File: config.mk
export PLATFORM = sky130hd
export DESIGN_NAME = dbus_bridge_flat
export DESIGN_NICKNAME = d
export VERILOG_FILES = /design/src/rtl/dbus_pkg.sv /design/src/rtl/dbus_bridge_if.sv /design/src/rtl/dbus_lane_align.sv /design/src/rtl/dbus_bridge.sv /design/src/flat_wrapper.sv
export SDC_FILE = /design/constraint.sdc
export NUM_CORES = 1
export LEC_CHECK = 0
export CORE_ASPECT_RATIO = 0.75
export CORE_UTILIZATION = 25
export CTS_CLUSTER_DIAMETER = 30
export DETAILED_ROUTE_END_ITERATION = 6
export GPL_TIMING_DRIVEN = 0
export REMOVE_ABC_BUFFERS = 1
export SYNTH_ARGS = -nofsm -noshare
export SYNTH_HDL_FRONTEND = slang
export SYNTH_SLANG_ARGS = --single-unit
File: constraint.sdc
create_clock -name clk -period 2 [get_ports clk]
set_input_delay 0.6 -clock clk [delete_from_list [all_inputs] [get_ports clk]]
set_output_delay 0.6 -clock clk [all_outputs]
set_load 0.005 [all_outputs]
File: src/rtl/dbus_pkg.sv
// Shared types and constants for the data-bus bridge: FSM states,
// kseg window bounds and the CPU byte-enable encodings.
package dbus_pkg;

    typedef enum logic [1:0] {
        IDLE = 2'd0,
        REQ  = 2'd1,
        WAIT = 2'd2,
        DONE = 2'd3
    } dbus_state_t;

    localparam logic [31:0] KSEG_LO = 32'h8000_0000;
    localparam logic [31:0] KSEG_HI = 32'hBFFF_FFFF;

    localparam logic [3:0] BE_B = 4'b0001;
    localparam logic [3:0] BE_H = 4'b0011;
    localparam logic [3:0] BE_W = 4'b1111;

    function automatic logic is_kseg(input logic [31:0] addr);
        return (addr >= KSEG_LO) && (addr <= KSEG_HI);
    endfunction

endpackage

File: src/rtl/dbus_bridge_if.sv
// CPU data-bus and split-handshake memory signals of the bridge.
// The slave modport is the bridge's view; master is the surrounding system.
interface dbus_bridge_if;

    logic        dbus_en;
    logic [3:0]  dbus_we;
    logic [31:0] dbus_addr;
    logic [31:0] dbus_data;
    logic [31:0] dbus_rdata;
    logic        dbus_stall;
    logic        dbus_err;

    logic        mem_req;
    logic [3:0]  mem_we;
    logic [31:0] mem_addr;
    logic [31:0] mem_wdata;
    logic        mem_addr_ok;
    logic        mem_data_ok;
    logic [31:0] mem_rdata;

    modport slave (
        input  dbus_en, dbus_we, dbus_addr, dbus_data,
        input  mem_addr_ok, mem_data_ok, mem_rdata,
        output dbus_rdata, dbus_stall, dbus_err,
        output mem_req, mem_we, mem_addr, mem_wdata
    );

    modport master (
        output dbus_en, dbus_we, dbus_addr, dbus_data,
        output mem_addr_ok, mem_data_ok, mem_rdata,
        input  dbus_rdata, dbus_stall, dbus_err,
        input  mem_req, mem_we, mem_addr, mem_wdata
    );

endinterface

File: src/rtl/dbus_lane_align.sv
// Combinational store-lane shifter, kseg0/kseg1 address stripper and
// misalignment detector. Loads never fault here; extraction is downstream.
module dbus_lane_align
    import dbus_pkg::*;
#(
    parameter int unsigned MAP_KSEG = 1
) (
    input  logic [3:0]  we_i,
    input  logic [31:0] data_i,
    input  logic [31:0] addr_i,
    output logic [3:0]  we_o,
    output logic [31:0] wdata_o,
    output logic [31:0] addr_o,
    output logic        misaligned_o
);

    logic [1:0]  off;
    logic [31:0] mapped;

    always_comb begin
        off     = addr_i[1:0];
        we_o    = we_i << off;
        wdata_o = data_i << {off, 3'b000};

        mapped = addr_i;
        if ((MAP_KSEG != 0) && is_kseg(addr_i)) begin
            mapped[31:29] = 3'b000;
        end
        addr_o = {mapped[31:2], 2'b00};

        misaligned_o = 1'b0;
        if ((we_i == BE_H) && off[0]) begin
            misaligned_o = 1'b1;
        end
        if ((we_i == BE_W) && (off != 2'b00)) begin
            misaligned_o = 1'b1;
        end
    end

endmodule

File: src/rtl/dbus_bridge.sv
// Responder for the CPU data bus: turns a single-cycle request into a
// req/addr_ok/data_ok memory transaction, stalling the pipeline until DONE.
module dbus_bridge
    import dbus_pkg::*;
#(
    parameter int unsigned TIMEOUT  = 64,
    parameter int unsigned MAP_KSEG = 1
) (
    input  logic          clk,
    input  logic          rst_n,
    dbus_bridge_if.slave  bus
);

    localparam int unsigned WD_W = (TIMEOUT > 0) ? $clog2(TIMEOUT + 1) : 1;

    dbus_state_t state_q, state_d;
    logic        mem_req_q, mem_req_d;
    logic [3:0]  mem_we_q, mem_we_d;
    logic [31:0] mem_addr_q, mem_addr_d;
    logic [31:0] mem_wdata_q, mem_wdata_d;
    logic [31:0] rdata_q, rdata_d;
    logic        err_q, err_d;
    logic [WD_W-1:0] wd_q, wd_d;

    logic [3:0]  al_we;
    logic [31:0] al_wdata;
    logic [31:0] al_addr;
    logic        al_mis;
    logic [WD_W-1:0] wd_inc;
    logic        timeout_hit;

    dbus_lane_align #(
        .MAP_KSEG (MAP_KSEG)
    ) u_align (
        .we_i         (bus.dbus_we),
        .data_i       (bus.dbus_data),
        .addr_i       (bus.dbus_addr),
        .we_o         (al_we),
        .wdata_o      (al_wdata),
        .addr_o       (al_addr),
        .misaligned_o (al_mis)
    );

    assign wd_inc      = wd_q + WD_W'(1);
    assign timeout_hit = (TIMEOUT != 0) && (wd_inc == WD_W'(TIMEOUT));

    // A response arriving in the same cycle the watchdog expires still completes.
    always_comb begin
        state_d     = state_q;
        mem_req_d   = mem_req_q;
        mem_we_d    = mem_we_q;
        mem_addr_d  = mem_addr_q;
        mem_wdata_d = mem_wdata_q;
        rdata_d     = rdata_q;
        err_d       = 1'b0;
        wd_d        = wd_q;

        unique case (state_q)
            IDLE: begin
                if (bus.dbus_en) begin
                    if (al_mis) begin
                        state_d = DONE;
                        err_d   = 1'b1;
                    end else begin
                        state_d     = REQ;
                        mem_req_d   = 1'b1;
                        mem_we_d    = al_we;
                        mem_addr_d  = al_addr;
                        mem_wdata_d = al_wdata;
                        wd_d        = '0;
                    end
                end
            end
            REQ: begin
                wd_d = wd_inc;
                if (bus.mem_addr_ok && bus.mem_data_ok) begin
                    state_d   = DONE;
                    mem_req_d = 1'b0;
                    rdata_d   = bus.mem_rdata;
                end else if (timeout_hit) begin
                    state_d   = DONE;
                    mem_req_d = 1'b0;
                    err_d     = 1'b1;
                end else if (bus.mem_addr_ok) begin
                    state_d   = WAIT;
                    mem_req_d = 1'b0;
                end
            end
            WAIT: begin
                wd_d = wd_inc;
                if (bus.mem_data_ok) begin
                    state_d = DONE;
                    rdata_d = bus.mem_rdata;
                end else if (timeout_hit) begin
                    state_d = DONE;
                    err_d   = 1'b1;
                end
            end
            DONE: begin
                state_d = IDLE;
            end
            default: begin
                state_d   = IDLE;
                mem_req_d = 1'b0;
            end
        endcase
    end

    always_ff @(posedge clk or negedge rst_n) begin
        if (!rst_n) begin
            state_q     <= IDLE;
            mem_req_q   <= 1'b0;
            mem_we_q    <= '0;
            mem_addr_q  <= '0;
            mem_wdata_q <= '0;
            rdata_q     <= '0;
            err_q       <= 1'b0;
            wd_q        <= '0;
        end else begin
            state_q     <= state_d;
            mem_req_q   <= mem_req_d;
            mem_we_q    <= mem_we_d;
            mem_addr_q  <= mem_addr_d;
            mem_wdata_q <= mem_wdata_d;
            rdata_q     <= rdata_d;
            err_q       <= err_d;
            wd_q        <= wd_d;
        end
    end

    assign bus.mem_req    = mem_req_q;
    assign bus.mem_we     = mem_we_q;
    assign bus.mem_addr   = mem_addr_q;
    assign bus.mem_wdata  = mem_wdata_q;
    assign bus.dbus_rdata = rdata_q;
    assign bus.dbus_err   = err_q;
    assign bus.dbus_stall = ((state_q == IDLE) && bus.dbus_en) ||
                            (state_q == REQ) || (state_q == WAIT);

endmodule

File: src/flat_wrapper.sv
// flat-port wrapper written by rule: the top's interface ports become plain ports
module dbus_bridge_flat import dbus_pkg::*;
#(
    parameter int unsigned TIMEOUT  = 64,
    parameter int unsigned MAP_KSEG = 1
)
  (clk, rst_n, bus_dbus_en, bus_dbus_we, bus_dbus_addr, bus_dbus_data, bus_mem_addr_ok, bus_mem_data_ok, bus_mem_rdata, bus_dbus_rdata, bus_dbus_stall, bus_dbus_err, bus_mem_req, bus_mem_we, bus_mem_addr, bus_mem_wdata);
  dbus_bridge_if bus_i ();
  input  logic clk;
  input  logic rst_n;
  input wire logic [$bits(bus_i.dbus_en)-1:0] bus_dbus_en;
  input wire logic [$bits(bus_i.dbus_we)-1:0] bus_dbus_we;
  input wire logic [$bits(bus_i.dbus_addr)-1:0] bus_dbus_addr;
  input wire logic [$bits(bus_i.dbus_data)-1:0] bus_dbus_data;
  input wire logic [$bits(bus_i.mem_addr_ok)-1:0] bus_mem_addr_ok;
  input wire logic [$bits(bus_i.mem_data_ok)-1:0] bus_mem_data_ok;
  input wire logic [$bits(bus_i.mem_rdata)-1:0] bus_mem_rdata;
  output wire logic [$bits(bus_i.dbus_rdata)-1:0] bus_dbus_rdata;
  output wire logic [$bits(bus_i.dbus_stall)-1:0] bus_dbus_stall;
  output wire logic [$bits(bus_i.dbus_err)-1:0] bus_dbus_err;
  output wire logic [$bits(bus_i.mem_req)-1:0] bus_mem_req;
  output wire logic [$bits(bus_i.mem_we)-1:0] bus_mem_we;
  output wire logic [$bits(bus_i.mem_addr)-1:0] bus_mem_addr;
  output wire logic [$bits(bus_i.mem_wdata)-1:0] bus_mem_wdata;
  assign bus_i.dbus_en = bus_dbus_en;
  assign bus_i.dbus_we = bus_dbus_we;
  assign bus_i.dbus_addr = bus_dbus_addr;
  assign bus_i.dbus_data = bus_dbus_data;
  assign bus_i.mem_addr_ok = bus_mem_addr_ok;
  assign bus_i.mem_data_ok = bus_mem_data_ok;
  assign bus_i.mem_rdata = bus_mem_rdata;
  assign bus_dbus_rdata = bus_i.dbus_rdata;
  assign bus_dbus_stall = bus_i.dbus_stall;
  assign bus_dbus_err = bus_i.dbus_err;
  assign bus_mem_req = bus_i.mem_req;
  assign bus_mem_we = bus_i.mem_we;
  assign bus_mem_addr = bus_i.mem_addr;
  assign bus_mem_wdata = bus_i.mem_wdata;
  dbus_bridge #(.TIMEOUT(TIMEOUT), .MAP_KSEG(MAP_KSEG)) u_core (.clk(clk), .rst_n(rst_n), .bus(bus_i));
endmodule
# After elaboration in Yosys (flattened, before gate mapping)
# Index checks and enable logic that the tools add are counted.
[totals]
inputBits = 105
ff_bits = 109
[classes]
reduce_logical = 18
eq_ne = 12
n_lt_le_gt_ge = 2
n_bitwise = 1
addsub = 1
mux = 29
n_shift = 2
[op_table]
columns = ["op", "count"]
rows = [
  ["$mux 32", 2],
  ["$pmux 32 s2", 1],
  ["$ge 32x32->1 const B", 1],
  ["$le 32x32->1 const B", 1],
  ["$shl 32x5->32", 1],
  ["$mux 2", 7],
  ["$mux 7", 2],
  ["$pmux 7 s2", 1],
  ["$mux 1", 12],
  ["$reduce_and 3->1", 4],
  ["$pmux 2 s4", 1],
  ["$reduce_bool 2->1", 4],
  ["$add 7x1->7 const B", 1],
  ["$eq 7x7->1 const B", 1],
  ["$ne 2x2->1 const B", 3],
  ["$logic_and 1x1->1", 5],
  ["$eq 2x2->1 const B", 2],
  ["$eq 4x2->1 const B", 1],
  ["$eq 4x4->1 const B", 1],
  ["$ne 4x2->1 const B", 1],
  ["$reduce_and 4->1", 1],
  ["$shl 4x2->4", 1],
  ["$mux 3", 1],
  ["$ne 3x2->1 const B", 1],
  ["8 further kinds", 9],
]

# Logic depth before layout (Yosys ltp)
# Gate-level depths: netlist of run 1.
[logic_depth]
depth_word = 7
ltp_mapped = 9

# Hierarchy
# A second synthesis of run 1 with hierarchy kept.
[unflattened]
hier_cells = 425
hier_area_um2 = 5418.9
[modules_own_cells]
columns = ["mod", "n_inst", "area_each_um2", "cells_each", "seq_area_each_um2"]
rows = [
  ["dbus_bridge", 1, 4534.3, 314, 2777.7],
  ["dbus_lane_align", 1, 884.6, 111, 0.0],
]

# Worst setup path after synthesis of run 1
# Ideal clock, no wire load.
[synth_path]
path_kind = "reg-to-reg"
from = "register u_core.state_q[1]"
to = "register u_core.rdata_q[0], in the netlist u_core.bus.dbus_rdata[0]"
path_stages_with_launch = 7
setup_slack_ns = 0.141
period_less_slack_ns = 1.859
required_time_ns = 1.875
arrival_ns = 1.735
n_path_buf = 1
cell_sequence = "dfrtp_1 > inv_1 > ha_1 > mux2_2 > nand2_1 > buf_2 > mux2_2"
[synth_between]
elab_chain_cells = 3
elab_cells_between_ends = 7
cone_classes = "4 x eq/ne; 1 x mux; 2 x reduce/logical"
[synth_rtl]
columns = ["item", "line_no", "source"]
rows = [
  ["start: declaration", "dbus_bridge.sv:16", "dbus_state_t state_q, state_d;"],
  ["start signal: assignment", "dbus_bridge.sv:120", "state_q <= state_d;"],
  ["$eq 2x1->1 or $eq 2x2->1 (tied branches)", "dbus_bridge.sv:58", "unique case (state_q)"],
  ["$ne 2x1->1 (no line), or another cell as far along", "-", ""],
  ["$reduce_and 3->1 (no line)", "-", ""],
  ["end signal: assignment", "dbus_bridge.sv:125", "rdata_q <= rdata_d;"],
  ["end: declaration", "dbus_bridge.sv:21", "logic [31:0] rdata_q, rdata_d;"],
]
# Parallel ways exist; a longest one is shown, timed or not.
# A chain may end at the register's enable or synchronous reset.

# Final worst setup path of run 1
[layout_path]
from = "register u_core.state_q[0]"
to = "output port bus_dbus_stall"
[layout_between]
elab_chain_cells = 4
elab_cells_between_ends = 6
cone_classes = "2 x eq/ne; 4 x reduce/logical"
[layout_rtl]
columns = ["item", "line_no", "source"]
rows = [
  ["$logic_not 2->1", "dbus_bridge.sv:137", "assign bus.dbus_stall = ((state_q == IDLE) && bus.dbus_en) ||"],
  ["$logic_and 1x1->1", "dbus_bridge.sv:137", ""],
  ["$logic_or 1x1->1", "dbus_bridge.sv:137", ""],
  ["$logic_or 1x1->1 *", "dbus_bridge.sv:138", "(state_q == REQ) || (state_q == WAIT);"],
  ["end: declaration", "flat_wrapper.sv:19", "output wire logic [$bits(bus_i.dbus_stall)-1:0] bus_dbus_stall;"],
]
# Every way passes the cells marked *; elsewhere a longest branch is shown, timed or not.

==> flow_summary.ini, run 1 <==
[route]
drtPass1Iterations = 4
top_layer_used = met4
wl_per_cell_um = 16.48
routed_wl_um = 15200
drtIter0Drc = 168
vias = 4078
wl_met1_um = 7313
postRouteAntennaNets = 0
dr_wl_met2_um = 6698
viasPerCell = 4.423
wl_met3_um = 1055
drc_errors = 0

[cells_and_area]
area_growth_pct = 54.15
nNetsFinal = 747
stdcell_area_mm2 = 0.008093
drive_above_1_share_pct = 20.00
diodes = 0

[timing]
min_period_ps = 1954
hold_viol = 0
relSlewSlack_pct = 37.77
rsz0062_at_grt = yes
report.final.slew_viol_count = 0
setup_violations = 0
worstMarginPinSlew_ps = 930.0
finClkSkew_ps = 5.241
post-route-period-util_pct = 97.69
clock.fmax_mhz = 511.8

[worst_setup_path]
reg2reg_from = u_core.wd_q[0]$_DFFE_PN0P_
cpPeakStageDelay_ps = 400
cp.required_ps = 1400
crit_fanout = 3
start_kind = register
crit_chain = inv_2 -> ha_2 -> nor2_4 -> nand2_2 -> buf_2
critical_path_arrival_ps = 1350
cp_slowest_cell = dfrtp_1
critical_path_class = register to output pin
endpoint_kind = output pin
crit_start = u_core.state_q[0]$_DFFE_PN0P_

[synthesis]
yosysTopAreaCellShare_pct = 51.95
synth_edf_count = 0
syn_area_mm2 = 0.005250
yosys.area.top_type = dfrtp_1
ys_top_cells_by_count = dfrtp_1, nand2_1, mux2_4
ys_seq_area_share_pct = 51.95
yosysMostFrequentCell = dfrtp_1
netlist-cell-type-count = 51
syn_inst = 426
syn_area_per_cell_um2 = 12.32
ys.flop_type = dfrtp_1
async_reset_ff_share_pct = 100.0
yosysWarnings = 0
synth_seq_cells = 109
netlist_top_cells_area = dfrtp_1, mux2_4, mux2_2

[placed_design]
place_area_mm2 = 0.007445
dpl.hpwl_um = 9350
place_congestion = 0.7653
port-buffer-count = 205

[die]
die_height_um = 127.5
initial_core_util_pct = 25.76
dieArea_mm2 = 0.02159
pin_count = 208
core_area_mm2 = 0.02038
die_w_um = 169.3
rows = 45

[power_and_ir_drop]
total_power_w = 0.01154
p_leak_nw = 3.470
ir_drop_mv = 0.5902
power.density_mw_per_mm2 = 1426

[run_status]
outcome = completed

[clocking]
cts_buffer_depth = 2
htree_num_levels = 3
clock_sinks = 109
clk_latency_ps = 350
clkTransAtPathRegs_ps = 80
clock-root-buffer = clkbuf_16
numCtsBuffers = 9
cts_tree = built

[global_route]
grt_pass1_vias = 4183
gr-usage-all-layers_pct = 14.10
grt_pass1_wl_um = 23330
gr-total-overflow = 0
antenna_found_initial = 0
grt_max_degree = 65

[min_path]
hold_path.class = input pin to async pin

[job]
drv_cap = 0
## timing repair
item / CTS / global route
cloned: 5 / 0
setup buffers: 10 / 1
setup endpoints to repair: 108 / 61
hold buffers: 0 / 0
pin swaps: 5 / 2
gates resized for setup: 37 / 4
## path summary, 6_finish.rpt
check	cells after the start	slack, ps	to
worst max-delay path	5	50	bus_dbus_stall
worst min-delay path	1	250	u_core.bus.mem_addr[12]$_DFFE_PN0P_
worst max register to register	7	100	u_core.state_q[1]$_DFFE_PN0P_
worst min register to register	2	490	u_core.bus.mem_addr[29]$_DFFE_PN0P_
max in group asynchronous	2	990	u_core.bus.mem_addr[4]$_DFFE_PN0P_
min in group clk	2	490	u_core.bus.mem_addr[29]$_DFFE_PN0P_
## critical path: cells and delay by family, from the launching register on
kind / cells / cell delay [ps]
adders and majority gates: 1 / 220
DFF: 1 / 400
and+or+nand+nor: 2 / 200
buffers and inverters: 2 / 200
## cell usage in the layout, fill, tap and decap left out, types with 3 or more instances in the layout
master / instances
ha_1: 3
nor2_1: 14
clkbuf_16: 9
nand2_1: 51
o31ai_1: 9
a21oi_1: 22
dlygate4sd2_1: 5
clkdlybuf4s50_1: 196
buf_12: 4
buf_6: 3
o21ai_0: 16
mux2i_1: 20
nand3_1: 4
a31o_4: 6
o21ai_1: 8
a211oi_1: 10
dfrtp_1: 108
inv_1: 7
mux2_2: 33
buf_4: 7
mux2_4: 38
nor2b_1: 10
## metal layers
| layer | global-route usage (%) | up-vias |
|---|---|---|
| met1 | 18.83 | 1980 |
| met2 | 22.51 | 154 |
| li1 | - | 1932 |
| met5 | 0 | - |
| met4 | 3.021 | 0 |
| met3 | 4.244 | 12 |
## cell families after synthesis
group | Yosys count | synth area share, %
buffers and inverters | 34 | 5.005
multiplexers | 91 | 21.69
flip-flops | 109 | 51.95
XOR/XNOR | 1 | 0.1669
AND/OR/NAND/NOR | 99 | 8.651
AO/OA/AOI/OAI | 84 | 10.80
other | 1 | 0.07143
adder cells (fa/ha/maj) | 7 | 1.668
## flip-flops by register name (all words and copies together) (netlist names)
| signal | count |
|---|---|
| u_core.bus.dbus_rdata | 32 |
| u_core.bus.mem_wdata | 32 |
| u_core.bus.mem_addr | 30 |
| u_core.wd_q | 7 |
| u_core.bus.mem_we | 4 |
| u_core.state_q | 2 |
| u_core.bus.dbus_err | 1 |
| u_core.bus.mem_req | 1 |
## through the flow
stage	worst slack [ps]	util, %	cells	setup TNS [ps]	hold slack (ps)
after floorplan	-490.1	-	402	-24100	304.4
after global placement	-3904	36.45	889	-617490	463.9
after detailed placement	-1548	36.53	890	-125040	468.7
after CTS	4.059	39.60	921	0	273.8
after global routing	-20.27	39.71	922	-20.27	292.6
final	46.26	39.71	922	0	254.7
## final cells by class
cell class              count  area (um^2)
well taps                 282        352.8
fillers                  1943        12290
clock inverters             6        88.84
repair buffers            217         2205
inverters                   9        33.78
clock buffers              10        239.0
flip-flops and latches    109         2729
multi-input cells         289         2445
## where the power goes
part,switching [W],internal (W)
logic,0.00206,0.00359
registers,0.000665,0.00329
clock network,0.000891,0.00104
total,0.00362,0.00792
Note: power is estimated with default switching activity, not from simulation.
==> run 2: changes to the inputs <==
- CELL_PAD_IN_SITES_DETAIL_PLACEMENT: default -> 0
- CELL_PAD_IN_SITES_GLOBAL_PLACEMENT: default -> 1
- MAX_ROUTING_LAYER: default -> met4
- PLACE_DENSITY_LB_ADDON: default -> 0.1
==> flow_summary.ini, run 2 (synthesized netlist as in run 1, its figures left out) <==
[timing]
post-route-period-util_pct = 96.87
hold_slack_ps = 148.1
worstMarginPinSlew_ps = 804.4
clock.fmax_mhz = 516.2
setup_violations = 0
hold_viol = 0
report.final.slew_viol_count = 0
relSlewSlack_pct = 46.18
min_period_ps = 1937
rsz0062_at_grt = yes
finClkSkew_ps = 7.267
final.setup.worst_slack_ps = 62.60

[cells_and_area]
diodes = 0
stdcell_area_mm2 = 0.008066
n_fill_cell = 1979
fin_util_pct = 39.58
area_growth_pct = 53.65
final_common_cell = clkdlybuf4s50_1
final_cell_mix = clkdlybuf4s50_1, dfrtp_1, nand2_1
drive_above_1_share_pct = 19.84
nNetsFinal = 748

[power_and_ir_drop]
power.density_mw_per_mm2 = 1420
total_power_w = 0.01145
p_leak_nw = 3.503
ir_drop_mv = 0.4628

[route]
drtIter0Drc = 166
routed_wl_um = 15120
drtPass1Iterations = 4
viasPerCell = 4.383
wl_per_cell_um = 16.39
drc_errors = 0
postRouteAntennaNets = 0
vias = 4041

[placed_design]
place_area_mm2 = 0.007476
port-buffer-count = 205
pre_cts_slack_ps = -1326
dpl.hpwl_um = 9819
place_congestion = 0.7365

[die]
die_w_um = 169.3
initial_core_util_pct = 25.76
pin_count = 208
dieArea_mm2 = 0.02159
rows = 45
core_area_mm2 = 0.02038
die_height_um = 127.5

[clocking]
cts-hold-fix-buffers = 0
clock_sinks = 109
numCtsBuffers = 9
cts_buffer_depth = 2
clk_latency_ps = 350
clkTransAtPathRegs_ps = 80
htree_num_levels = 3
cts_tree = built
clock-root-buffer = clkbuf_16

[worst_setup_path]
rrSetupSlack_ps = 60
cp.required_ps = 2240
r2r_cells = 6
crit_fanout = 32
endpoint_kind = register
critical_path_arrival_ps = 2170
critical_path_class = register to register
reg2reg_from = u_core.state_q[1]$_DFFE_PN0P_
start_kind = register
reg2reg_to = u_core.bus.dbus_rdata[26]$_DFFE_PN0P_

[global_route]
grt_pass1_wl_um = 23640
antenna_found_initial = 0
grt_max_degree = 70
grt_pass1_vias = 4101
gr-usage-all-layers_pct = 14.88
gr-total-overflow = 0

[min_path]
hold_path.class = input pin to async pin

[run_status]
outcome = completed

[job]
drv_cap = 0
-- run 2: cell types whose count changed in the layout (fill, tap and decap cells not counted), sizes merged --
cell          before  now
a31o               6    3
buf               16   18
bufbuf             0    2
clkinv             3    1
dlygate4sd2        5    3
dlymetal6s2s       0    2
clkbuf            10    9
clkinvlp           0    1
inv               11   12
-- run 2: area by class of cell --
cell class / instances / area (um^2) / share of cell area, %
Clock buffer: 9 / 225.2 / 2.792
Timing Repair Buffer: 221 / 2278 / 28.25
Tap cell: 282 / 352.8 / 4.374
Clock inverter: 6 / 68.82 / 0.8531
Inverter: 9 / 33.78 / 0.4188
Multi-Input combinational cell: 286 / 2379 / 29.49
Sequential cell: 109 / 2729 / 33.83
-- run 2: per-layer routing --
metal	global-route usage (%)	up-vias	routed length, um
li1	-	1925	-
met1	19.54	1960	6988
met5	-	-	0
met2	21.42	150	6650
met4	3.021	0	79
met3	6.041	6	1397
-- run 2: power by group --
part / internal, W / switching [W] / total, W
sequential: 0.00329 / 0.000637 / 0.00393
combinational: 0.00366 / 0.00202 / 0.00569
clock: 0.000978 / 0.000861 / 0.00184
total: 0.00793 / 0.00352 / 0.0115
-- run 2: worst max-delay path by stage --
stage	start	to	cells after the start
after global routing	u_core.wd_q[0]$_DFFE_PN0P_	u_core.state_q[1]$_DFFE_PN0P_	7
after floorplan	bus_dbus_we[3]	u_core.wd_q[2]$_DFFE_PN0P_	6
after detailed placement	bus_dbus_addr[0]	u_core.wd_q[2]$_DFFE_PN0P_	8
after global placement	rst_n	u_core.bus.dbus_rdata[11]$_DFFE_PN0P_	1
final	u_core.state_q[1]$_DFFE_PN0P_	u_core.bus.dbus_rdata[26]$_DFFE_PN0P_	6
after CTS	bus_dbus_addr[0]	u_core.bus.mem_addr[24]$_DFFE_PN0P_	6
-- run 2: metrics by stage --
stage                     TNS, ps  instances
after floorplan            -24100        402
after global placement    -670840        889
after detailed placement  -101380        891
after CTS                       0        921
after global routing       -4.071        922
final                           0        922
-- run 2: timing repair --
| item | 4_1_cts | 5_1_grt |
|---|---|---|
| gates resized for setup | 25 | 11 |
| buffers inserted | 11 | 1 |
| cloned | 4 | 0 |
| endpoints found under the setup margin | 107 | 60 |
| pin swaps | 6 | 4 |
| hold endpoints to repair | 0 | 0 |
-- run 2: worst max-delay path: stages, from the launching register on --
cell,delay (ps)
dfrtp_1,430
inv_2,120
ha_4,150
buf_4,120
mux2_2,380
nand2_8,230
mux2_2,370
